**config.mk**
```make
export PLATFORM = sky130hd
export DESIGN_NAME = apb_master_bridge_flat
export DESIGN_NICKNAME = d
export VERILOG_FILES = /design/src/rtl/apb_master_bridge_pkg.sv /design/src/rtl/apb_master_bridge_if.sv /design/src/rtl/apb_master_bridge.sv /design/src/flat_wrapper.sv
export SDC_FILE = /design/constraint.sdc
export NUM_CORES = 1
export LEC_CHECK = 0
export CAP_MARGIN = 20
export CORE_ASPECT_RATIO = 1.2
export CORE_UTILIZATION = 40
export CTS_CLUSTER_SIZE = 16
export DETAILED_ROUTE_END_ITERATION = 6
export HOLD_SLACK_MARGIN = 0.12
export PLACE_DENSITY_LB_ADDON = 0.12
export SLEW_MARGIN = 20
export SYNTH_ARGS = -nofsm -noshare
export SYNTH_HDL_FRONTEND = slang
export SYNTH_SLANG_ARGS = --single-unit
```
**constraint.sdc**
```tcl
create_clock -name pclk -period 1.6 [get_ports pclk]
set_clock_uncertainty 0.05 [all_clocks]
set_input_delay 0.16 -clock pclk [delete_from_list [all_inputs] [get_ports pclk]]
set_output_delay 0.16 -clock pclk [all_outputs]
set_load 0.005 [all_outputs]
```
**src/rtl/apb_master_bridge_pkg.sv**
```systemverilog
// apb_bridge_pkg: shared types for the valid/ready to APB master bridge.
// FSM states, transfer/protection enums, request/response bundles, widths.
package apb_bridge_pkg;

  localparam int ADDR_W   = 32;
  localparam int DATA_W   = 32;
  localparam int STRB_W   = DATA_W / 8;
  localparam int SLV_ID_W = 4;
  localparam int WAIT_W   = 16;

  typedef enum logic [2:0] {
    IDLE,
    SETUP,
    ACCESS,
    WAIT_STATE,
    RESP
  } state_e;

  typedef enum logic {
    READ  = 1'b0,
    WRITE = 1'b1
  } tx_type_e;

  // bit0 privileged, bit1 non-secure, bit2 instruction
  typedef enum logic [2:0] {
    PROT_NORMAL          = 3'b000,
    PROT_PRIV            = 3'b001,
    PROT_NSEC            = 3'b010,
    PROT_PRIV_NSEC       = 3'b011,
    PROT_INSTR           = 3'b100,
    PROT_PRIV_INSTR      = 3'b101,
    PROT_NSEC_INSTR      = 3'b110,
    PROT_PRIV_NSEC_INSTR = 3'b111
  } protection_type_e;

  typedef struct packed {
    tx_type_e              write;
    logic [ADDR_W-1:0]     addr;
    logic [DATA_W-1:0]     wdata;
    logic [STRB_W-1:0]     strb;
    protection_type_e      prot;
    logic [SLV_ID_W-1:0]   slave_id;
  } req_t;

  typedef struct packed {
    logic [DATA_W-1:0] rdata;
    logic              slverr;
    logic [WAIT_W-1:0] wait_states;
  } rsp_t;

  function automatic logic [WAIT_W-1:0] sat_inc(
    input logic [WAIT_W-1:0] v
  );
    return (&v) ? v : v + WAIT_W'(1);
  endfunction

endpackage

```
**src/rtl/apb_master_bridge_if.sv**
```systemverilog
// apb_master_bridge_if: request/response handshake plus APB bus signals.
// master = bridge side (drives APB, req_ready, rsp_*); slave = environment.
interface apb_master_bridge_if #(
  parameter int ADDRESS_WIDTH = 32,
  parameter int DATA_WIDTH    = 32,
  parameter int NO_OF_SLAVES  = 1
);

  logic                       req_valid;
  logic                       req_ready;
  logic                       req_write;
  logic [ADDRESS_WIDTH-1:0]   req_addr;
  logic [DATA_WIDTH-1:0]      req_wdata;
  logic [DATA_WIDTH/8-1:0]    req_strb;
  logic [2:0]                 req_prot;
  logic [3:0]                 req_slave_id;

  logic                       rsp_valid;
  logic                       rsp_ready;
  logic [DATA_WIDTH-1:0]      rsp_rdata;
  logic                       rsp_slverr;
  logic [15:0]                rsp_wait_states;

  logic [ADDRESS_WIDTH-1:0]   paddr;
  logic [NO_OF_SLAVES-1:0]    psel;
  logic                       penable;
  logic                       pwrite;
  logic [DATA_WIDTH-1:0]      pwdata;
  logic [DATA_WIDTH/8-1:0]    pstrb;
  logic [2:0]                 pprot;
  logic [DATA_WIDTH-1:0]      prdata;
  logic                       pready;
  logic                       pslverr;

  modport master (
    input  req_valid, req_write, req_addr, req_wdata,
    input  req_strb, req_prot, req_slave_id,
    output req_ready,
    output rsp_valid, rsp_rdata, rsp_slverr, rsp_wait_states,
    input  rsp_ready,
    output paddr, psel, penable, pwrite, pwdata, pstrb, pprot,
    input  prdata, pready, pslverr
  );

  modport slave (
    output req_valid, req_write, req_addr, req_wdata,
    output req_strb, req_prot, req_slave_id,
    input  req_ready,
    input  rsp_valid, rsp_rdata, rsp_slverr, rsp_wait_states,
    output rsp_ready,
    input  paddr, psel, penable, pwrite, pwdata, pstrb, pprot,
    output prdata, pready, pslverr
  );

endinterface

```
**src/rtl/apb_master_bridge.sv**
```systemverilog
// apb_master_bridge: valid/ready request -> APB SETUP/ACCESS transfer -> response.
// Ports: pclk, preset_n (async, active low), bus (apb_master_bridge_if.master).
// Optional macro APB_TIMEOUT_EN: abort after TIMEOUT_CYCLES wait states.
module apb_master_bridge
  import apb_bridge_pkg::*;
#(
  parameter int ADDRESS_WIDTH  = ADDR_W,
  parameter int DATA_WIDTH     = DATA_W,
  parameter int NO_OF_SLAVES   = 1,
  parameter int TIMEOUT_CYCLES = 256
) (
  input logic                 pclk,
  input logic                 preset_n,
  apb_master_bridge_if.master bus
);

`ifdef APB_TIMEOUT_EN
  localparam bit TIMEOUT_ON = 1'b1;
`else
  localparam bit TIMEOUT_ON = 1'b0;
`endif

  localparam logic [WAIT_W-1:0] TIMEOUT_LIMIT =
    WAIT_W'(TIMEOUT_CYCLES);

  state_e            state_q, state_d;
  req_t              req_q, req_d;
  rsp_t              rsp_q, rsp_d;
  logic [WAIT_W-1:0] wait_q, wait_d;
  logic              sel_q, sel_d;
  logic              penable_q, penable_d;
  logic              req_ready_q, req_ready_d;
  logic              rsp_valid_q, rsp_valid_d;
  logic              id_ok;
  logic [NO_OF_SLAVES-1:0] psel_vec;

  assign id_ok = int'(bus.req_slave_id) < NO_OF_SLAVES;

  // psel decoded from the latched id; sel_q gates it to SETUP/ACCESS
  always_comb begin
    psel_vec = '0;
    for (int i = 0; i < NO_OF_SLAVES; i++)
      psel_vec[i] = sel_q && (int'(req_q.slave_id) == i);
  end

  always_comb begin
    state_d     = state_q;
    req_d       = req_q;
    rsp_d       = rsp_q;
    wait_d      = wait_q;
    sel_d       = sel_q;
    penable_d   = penable_q;
    req_ready_d = 1'b0;
    rsp_valid_d = 1'b0;
    unique case (state_q)
      IDLE: begin
        req_ready_d = 1'b1;
        // req_ready_q is low for the first cycle out of reset
        if (bus.req_valid && req_ready_q) begin
          req_ready_d    = 1'b0;
          req_d.write    = tx_type_e'(bus.req_write);
          req_d.addr     = ADDR_W'(bus.req_addr);
          req_d.wdata    = bus.req_write ?
                           DATA_W'(bus.req_wdata) : '0;
          req_d.strb     = bus.req_write ?
                           STRB_W'(bus.req_strb) : '0;
          req_d.prot     = protection_type_e'(bus.req_prot);
          req_d.slave_id = bus.req_slave_id;
          wait_d         = '0;
          if (id_ok) begin
            state_d   = SETUP;
            sel_d     = 1'b1;
            penable_d = 1'b0;
          end else begin
            // decode error: answer directly, no APB cycle
            state_d           = RESP;
            rsp_valid_d       = 1'b1;
            rsp_d.rdata       = '0;
            rsp_d.slverr      = 1'b1;
            rsp_d.wait_states = '0;
          end
        end
      end
      SETUP: begin
        state_d   = ACCESS;
        penable_d = 1'b1;
      end
      ACCESS, WAIT_STATE: begin
        if (bus.pready) begin
          state_d           = RESP;
          sel_d             = 1'b0;
          penable_d         = 1'b0;
          rsp_valid_d       = 1'b1;
          rsp_d.rdata       = (req_q.write == WRITE) ?
                              '0 : DATA_W'(bus.prdata);
          rsp_d.slverr      = bus.pslverr;
          rsp_d.wait_states = wait_q;
        end else if (TIMEOUT_ON &&
                     state_q == WAIT_STATE &&
                     wait_q >= TIMEOUT_LIMIT) begin
          state_d           = RESP;
          sel_d             = 1'b0;
          penable_d         = 1'b0;
          rsp_valid_d       = 1'b1;
          rsp_d.rdata       = '0;
          rsp_d.slverr      = 1'b1;
          rsp_d.wait_states = TIMEOUT_LIMIT;
        end else begin
          state_d = WAIT_STATE;
          wait_d  = sat_inc(wait_q);
        end
      end
      RESP: begin
        rsp_valid_d = 1'b1;
        if (bus.rsp_ready) begin
          state_d     = IDLE;
          rsp_valid_d = 1'b0;
          req_ready_d = 1'b1;
        end
      end
      default: begin
        state_d   = IDLE;
        sel_d     = 1'b0;
        penable_d = 1'b0;
      end
    endcase
  end

  always_ff @(posedge pclk or negedge preset_n) begin
    if (!preset_n) begin
      state_q     <= IDLE;
      req_q       <= '0;
      rsp_q       <= '0;
      wait_q      <= '0;
      sel_q       <= 1'b0;
      penable_q   <= 1'b0;
      req_ready_q <= 1'b0;
      rsp_valid_q <= 1'b0;
    end else begin
      state_q     <= state_d;
      req_q       <= req_d;
      rsp_q       <= rsp_d;
      wait_q      <= wait_d;
      sel_q       <= sel_d;
      penable_q   <= penable_d;
      req_ready_q <= req_ready_d;
      rsp_valid_q <= rsp_valid_d;
    end
  end

  assign bus.req_ready       = req_ready_q;
  assign bus.rsp_valid       = rsp_valid_q;
  assign bus.rsp_rdata       = rsp_q.rdata[DATA_WIDTH-1:0];
  assign bus.rsp_slverr      = rsp_q.slverr;
  assign bus.rsp_wait_states = rsp_q.wait_states;

  assign bus.paddr   = req_q.addr[ADDRESS_WIDTH-1:0];
  assign bus.psel    = psel_vec;
  assign bus.penable = penable_q;
  assign bus.pwrite  = req_q.write;
  assign bus.pwdata  = req_q.wdata[DATA_WIDTH-1:0];
  assign bus.pstrb   = req_q.strb[DATA_WIDTH/8-1:0];
  assign bus.pprot   = req_q.prot;

endmodule

```
**src/flat_wrapper.sv**
```systemverilog
// flat-port wrapper written by rule: the top's interface ports become plain ports
module apb_master_bridge_flat import apb_bridge_pkg::*;
#(
  parameter int ADDRESS_WIDTH  = ADDR_W,
  parameter int DATA_WIDTH     = DATA_W,
  parameter int NO_OF_SLAVES   = 1,
  parameter int TIMEOUT_CYCLES = 256
)
  (pclk, preset_n, bus_req_valid, bus_req_write, bus_req_addr, bus_req_wdata, bus_req_strb, bus_req_prot, bus_req_slave_id, bus_req_ready, bus_rsp_valid, bus_rsp_rdata, bus_rsp_slverr, bus_rsp_wait_states, bus_rsp_ready, bus_paddr, bus_psel, bus_penable, bus_pwrite, bus_pwdata, bus_pstrb, bus_pprot, bus_prdata, bus_pready, bus_pslverr);
  apb_master_bridge_if #(.ADDRESS_WIDTH(ADDRESS_WIDTH), .DATA_WIDTH(DATA_WIDTH), .NO_OF_SLAVES(NO_OF_SLAVES)) bus_i ();
  input logic pclk;
  input logic preset_n;
  input wire logic [$bits(bus_i.req_valid)-1:0] bus_req_valid;
  input wire logic [$bits(bus_i.req_write)-1:0] bus_req_write;
  input wire logic [$bits(bus_i.req_addr)-1:0] bus_req_addr;
  input wire logic [$bits(bus_i.req_wdata)-1:0] bus_req_wdata;
  input wire logic [$bits(bus_i.req_strb)-1:0] bus_req_strb;
  input wire logic [$bits(bus_i.req_prot)-1:0] bus_req_prot;
  input wire logic [$bits(bus_i.req_slave_id)-1:0] bus_req_slave_id;
  output wire logic [$bits(bus_i.req_ready)-1:0] bus_req_ready;
  output wire logic [$bits(bus_i.rsp_valid)-1:0] bus_rsp_valid;
  output wire logic [$bits(bus_i.rsp_rdata)-1:0] bus_rsp_rdata;
  output wire logic [$bits(bus_i.rsp_slverr)-1:0] bus_rsp_slverr;
  output wire logic [$bits(bus_i.rsp_wait_states)-1:0] bus_rsp_wait_states;
  input wire logic [$bits(bus_i.rsp_ready)-1:0] bus_rsp_ready;
  output wire logic [$bits(bus_i.paddr)-1:0] bus_paddr;
  output wire logic [$bits(bus_i.psel)-1:0] bus_psel;
  output wire logic [$bits(bus_i.penable)-1:0] bus_penable;
  output wire logic [$bits(bus_i.pwrite)-1:0] bus_pwrite;
  output wire logic [$bits(bus_i.pwdata)-1:0] bus_pwdata;
  output wire logic [$bits(bus_i.pstrb)-1:0] bus_pstrb;
  output wire logic [$bits(bus_i.pprot)-1:0] bus_pprot;
  input wire logic [$bits(bus_i.prdata)-1:0] bus_prdata;
  input wire logic [$bits(bus_i.pready)-1:0] bus_pready;
  input wire logic [$bits(bus_i.pslverr)-1:0] bus_pslverr;
  assign bus_i.req_valid = bus_req_valid;
  assign bus_i.req_write = bus_req_write;
  assign bus_i.req_addr = bus_req_addr;
  assign bus_i.req_wdata = bus_req_wdata;
  assign bus_i.req_strb = bus_req_strb;
  assign bus_i.req_prot = bus_req_prot;
  assign bus_i.req_slave_id = bus_req_slave_id;
  assign bus_req_ready = bus_i.req_ready;
  assign bus_rsp_valid = bus_i.rsp_valid;
  assign bus_rsp_rdata = bus_i.rsp_rdata;
  assign bus_rsp_slverr = bus_i.rsp_slverr;
  assign bus_rsp_wait_states = bus_i.rsp_wait_states;
  assign bus_i.rsp_ready = bus_rsp_ready;
  assign bus_paddr = bus_i.paddr;
  assign bus_psel = bus_i.psel;
  assign bus_penable = bus_i.penable;
  assign bus_pwrite = bus_i.pwrite;
  assign bus_pwdata = bus_i.pwdata;
  assign bus_pstrb = bus_i.pstrb;
  assign bus_pprot = bus_i.pprot;
  assign bus_i.prdata = bus_prdata;
  assign bus_i.pready = bus_pready;
  assign bus_i.pslverr = bus_pslverr;
  apb_master_bridge #(.ADDRESS_WIDTH(ADDRESS_WIDTH), .DATA_WIDTH(DATA_WIDTH), .NO_OF_SLAVES(NO_OF_SLAVES), .TIMEOUT_CYCLES(TIMEOUT_CYCLES)) u_core (.pclk(pclk), .preset_n(preset_n), .bus(bus_i));
endmodule
```
======== After elaboration in Yosys (flattened, before gate mapping) ========
Cells that the tools add are included.
storage, ports and cells
  flip-flop bits (word level) ............. 148
  bits of input ports ..................... 114
  output and inout bits ................... 125
operators by class
  $add $sub $neg .......................... 1
  order comparisons ....................... 1
  eq/ne operators ......................... 11
  muxes and demuxes ....................... 31
  bitwise logic cells ..................... 2
  reductions and logical operators ........ 14
operator list
  operator                                                                      count
  49-bit 2-to-1 mux                                                             3
  49-bit one-hot mux with 2 select lines                                        1
  32-bit 2-to-1 mux                                                             2
  16-bit 2-to-1 mux                                                             3
  16-bit one-hot mux with 2 select lines                                        1
  16-bit by 1-bit adder with 16-bit output, second input constant               1
  16-bit AND reduction                                                          1
  4-bit AND reduction                                                           4
  3-bit 2-to-1 mux                                                              4
  3-bit one-hot mux with 4 select lines                                         1
  1-bit 2-to-1 mux                                                              11
  2-bit inequality test, second input constant                                  5
  3-bit by 2-bit == test with 1-bit output, second input constant               2
  1-bit one-hot mux with 3 select lines                                         2
  4-bit zero test                                                               1
  4-bit by 1-bit less-than comparator with 1-bit output, second input constant  1
  4-bit 2-to-1 mux                                                              1
  2-bit by 1-bit inequality test with 1-bit output, second input constant       2
  1-bit one-hot mux with 4 select lines                                         1
  2-bit AND reduction                                                           2
  2-bit OR reduction                                                            2
  3-bit by 1-bit == test with 1-bit output, second input constant               1
  3-bit == test, second input constant                                          1
  3-bit zero test                                                               1
  4 further kinds                                                               6

======== Depth between registers and ports, before layout ========
  depth after elaboration ................. 4
  mapped depth ............................ 7
  gate-level depth less buffers ........... 6

======== Worst setup path after synthesis ========
No wires, ideal clock.
  path type ............................... reg2reg
  from .................................... register u_core.wait_q[10]
  to ...................................... register u_core.wait_q[4]
  setup time .............................. 128 ps
  data arrival time ....................... 1498 ps
  data required time ...................... 1422 ps
  setup slack ............................. -76 ps
  stages on the path, launching flop included .. 8
  period minus slack after synthesis ...... 1676 ps
  path through ............................ dfrtp_1 and3_1 buf_4 and4_4 a41o_4 buf_6 o21ai_1 o31ai_1
between the ends
  cells in the longest elaborated chain, start to end .. 3
RTL lines
  element                                 RTL line                     text
  start: declaration                      apb_master_bridge.sv:29      logic [WAIT_W-1:0] wait_q, wait_d;
  start signal: assignment                apb_master_bridge.sv:143     wait_q <= wait_d;
  16-bit AND reduction                    apb_master_bridge_pkg.sv:54  return (&v) ? v : v + WAIT_W'(1);
  2-bit inequality test (no source line)  n/a
  4-bit AND reduction (no source line)    n/a
No other way between the ends.
A chain may end at the register's enable or synchronous reset.

======== Worst setup path after layout ========
  from .................................... register u_core.req_q[1] (netlist bit)
  to ...................................... output bus_psel
between the ends
  cells in the longest elaborated chain, start to end .. 2
RTL lines
  element                   RTL line                  text
  start: declaration        apb_master_bridge.sv:27   req_t req_q, req_d;
  start signal: assignment  apb_master_bridge.sv:141  req_q <= req_d;
  4-bit zero test           apb_master_bridge.sv:43   psel_vec[i] = sel_q && (int'(req_q.slave_id) == i);
  1-bit logical AND         apb_master_bridge.sv:43
  end: declaration          flat_wrapper.sv:27        output wire logic [$bits(bus_i.psel)-1:0] bus_psel;
No other way between the ends.

==> impl_metrics.ini <==
[run_status]
outcome = finished, violations left
violations = negative setup slack

[clocking]
cts_sinks = 148
clk_latency_ns = 0.42
cts_inserted_buffers = 17
root_buffer = clkbuf_16
tritoncts = yes
clockBufferDepth = 2
htree_levels = 4
clk_pin_slew_ns = 0.06

[power_and_ir_drop]
p_leak_uw = 0.005194
power.density_nw_per_um2 = 1585
peakVddDrop_v = 0.0008764

[timing]
fin_hold_ws_ns = 0.1441
fin_setup_tns_ns = -15.18
worst_pin_slew_ns = 0.3485
period_needed_ns = 1.797
hold_viol = 0
maxSlewHeadroom_pct = 76.55
rsz0062_at_grt = true
period_share_pct = 112.3
setup_violations = 132
slew_violations = 0
clock.fmax_mhz = 556.4
final.setup.worst_slack_ns = -0.1974

[worst_setup_path]
worst-path-buf-inv = 1
path_delay_family = simple AND/OR/NAND/NOR gates
slowest_delay_ns = 0.51
cp-end-kind = output port
arrival_ns = 1.59
worst_setup_path_start_kind = flip-flop
cp_slowest_cell = or4_1
cp_cell_sequence = or4_1 -> nor2_1 -> buf_2
critPathRequiredTime_ns = 1.39
worstPathMaxFanout = 2
critPathKind = flip-flop to output port

[placed_design]
dp_hpwl_mm = 12.47
io_buffers = 238
dp_cells = 1147
gp_congestion = 0.8307

[layout]
drive_gt1_share_pct = 33.07
layout.nets = 1113
area_delta_synth_final_pct = 75.25
utilization_pct = 72.12
fillCellCount = 1160
final_cells = 1222
antenna_cells = 0

[detailed_routing]
dr.pass1.iters = 4
via_count = 6195
wl_per_cell_um = 18.33
wl_mm = 22.40
ant_nets = 0
initialDrtViolationCount = 255
drc = 0
via_per_inst = 5.070

[yosys]
syn-num-nets = 865
synthTopCellsByArea = dfrtp_1 (55%), nand2_1 (12%), buf_4 (8.0%)
synthFlopType = dfrtp_1
ys_seq_area_share_pct = 55.09
ys_ff_latch = 148
synth_top_area_share_pct = 55.09
yosysMostFrequentCell = nand2_1
yosysUniqueCellTypes = 41
avgSynthCellArea_um2 = 8.964
ys_async_sr_fraction_pct = 100.0
ys_warn_count = 0
synth_commonest_cells = nand2_1 (206), dfrtp_1 (148), nand3_1 (88)
netlist.top_cell.by_area = dfrtp_1
syn_area_um2 = 6723
synth-edff-count = 0
synthCells = 750

[floorplan]
die_y_um = 144.0
row_count = 51
initial_core_util_pct = 41.15
die_x_um = 120.3
pin_count = 239
core_area_um2 = 16340
die_area_um2 = 17330

[flow_run]
maxCapViolCount = 0

[grt]
grt_pass1_wl_mm = 28.75
grt_max_degree = 48
overflow = 0
antenna_found_initial = 0
grt_usage_pct = 21.29
grt_pass1_vias = 5722

[min_path]
hold_class = input port to async pin
## metrics by stage
step	power [uW]	instance area [um^2]	setup slack, ns
3_5_place_dp	10900	9224	-0.3248
2_1_floorplan	8569	6730	0.003266
5_1_grt	19520	11780	-0.2579
3_3_place_gp	10740	9224	-0.2816
4_1_cts	15890	10040	-0.1867
6_report	18670	11780	-0.1974
## power by group
group / switching, uW / total [uW] / internal [uW]
clock: 1600 / 4670 / 3070
combinational: 3920 / 8630 / 4700
sequential: 592 / 5370 / 4780
total: 6120 / 18700 / 12600
## final cells by class
type / instances / area (um^2) / share of cell area [%]
clock inverter: 14 / 259.0 / 2.198
sequential: 148 / 3704 / 31.44
timing repair buffer: 343 / 3866 / 32.82
tap: 212 / 265.3 / 2.251
multi-input combinational: 438 / 3074 / 26.09
inverter: 50 / 187.7 / 1.593
clock buffer: 17 / 425.4 / 3.611
## placed cells by master (no fill, tap or decap), types with 4 or more instances in the layout
cell	instances
o31ai_1	5
inv_1	50
nand2_4	16
nand2_1	157
clkdlybuf4s50_1	233
buf_4	47
nand2_2	34
dfrtp_1	148
nand4_1	5
buf_8	6
o21ai_1	22
o31ai_2	5
a21oi_1	5
nor2_1	12
buf_6	14
buf_12	14
bufinv_16	7
nand3_4	16
a31oi_1	4
nand3_2	67
nand3_1	5
o21ai_2	41
clkbuf_16	38
## worst paths after layout
kind                                            startpoint                               end  slack (ns)  cells past startpoint
min                                               preset_n  u_core.bus.paddr[20]$_DFFE_PN0P_        0.14                      2
max reg2reg                  u_core.state_q[0]$_DFFE_PN0P_  u_core.bus.pwdata[2]$_DFFE_PN0P_       -0.19                      8
max                            u_core.req_q[1]$_DFFE_PN0P_                          bus_psel       -0.20                      3
max in group asynchronous                         preset_n     u_core.wait_q[12]$_DFFE_PN0P_        0.76                      3
min reg2reg                u_core.bus.paddr[2]$_DFFE_PN0P_   u_core.bus.paddr[2]$_DFFE_PN0P_        0.42                      2
min in group pclk                          bus_req_addr[6]   u_core.bus.paddr[6]$_DFFE_PN0P_        0.22                      3
## flip-flops by register name, indices dropped and copies added, names as in the netlist
name / count
u_core.bus.rsp_slverr: 1
u_core.bus.paddr: 32
u_core.bus.rsp_valid: 1
u_core.bus.req_ready: 1
u_core.wait_q: 16
u_core.bus.penable: 1
u_core.bus.pwrite: 1
u_core.req_q: 4
u_core.bus.pprot: 3
u_core.sel_q: 1
u_core.bus.rsp_wait_states: 16
u_core.bus.pstrb: 4
u_core.state_q: 3
u_core.bus.pwdata: 32
u_core.bus.rsp_rdata: 32
## timing repair
action                                 CTS  global route
endpoints found under the hold margin  148             0
resized for setup                       21           262
hold buffers                             1             0
setup buffers                            2            11
pin swaps                                3           138
gates cloned                             3            29
setup endpoints to repair               64           140
## cells by family (layout without fill, tap and decap cells)
logic type | count (synthesis) | in the layout | share of synthesized area, %
adders and majority gates | 1 | 1 | 0.1861
AOI/OAI and AO/OA | 100 | 101 | 8.785
DFF | 148 | 148 | 55.09
and+or+nand+nor | 335 | 335 | 21.61
muxes | 1 | 1 | 0.1675
buffers and inverters | 165 | 424 | 14.16
## routing by layer
metal,wire (um),up-vias,part of all wire (%),track usage (%)
met5,0,-,0,0
met4,599,0,2.7,7.342
met3,1183,41,5.3,5.599
met2,12090,202,54,37.33
met1,8531,3075,38,25.24
li1,-,2877,-,-
Power figures use the tool's default switching activity.
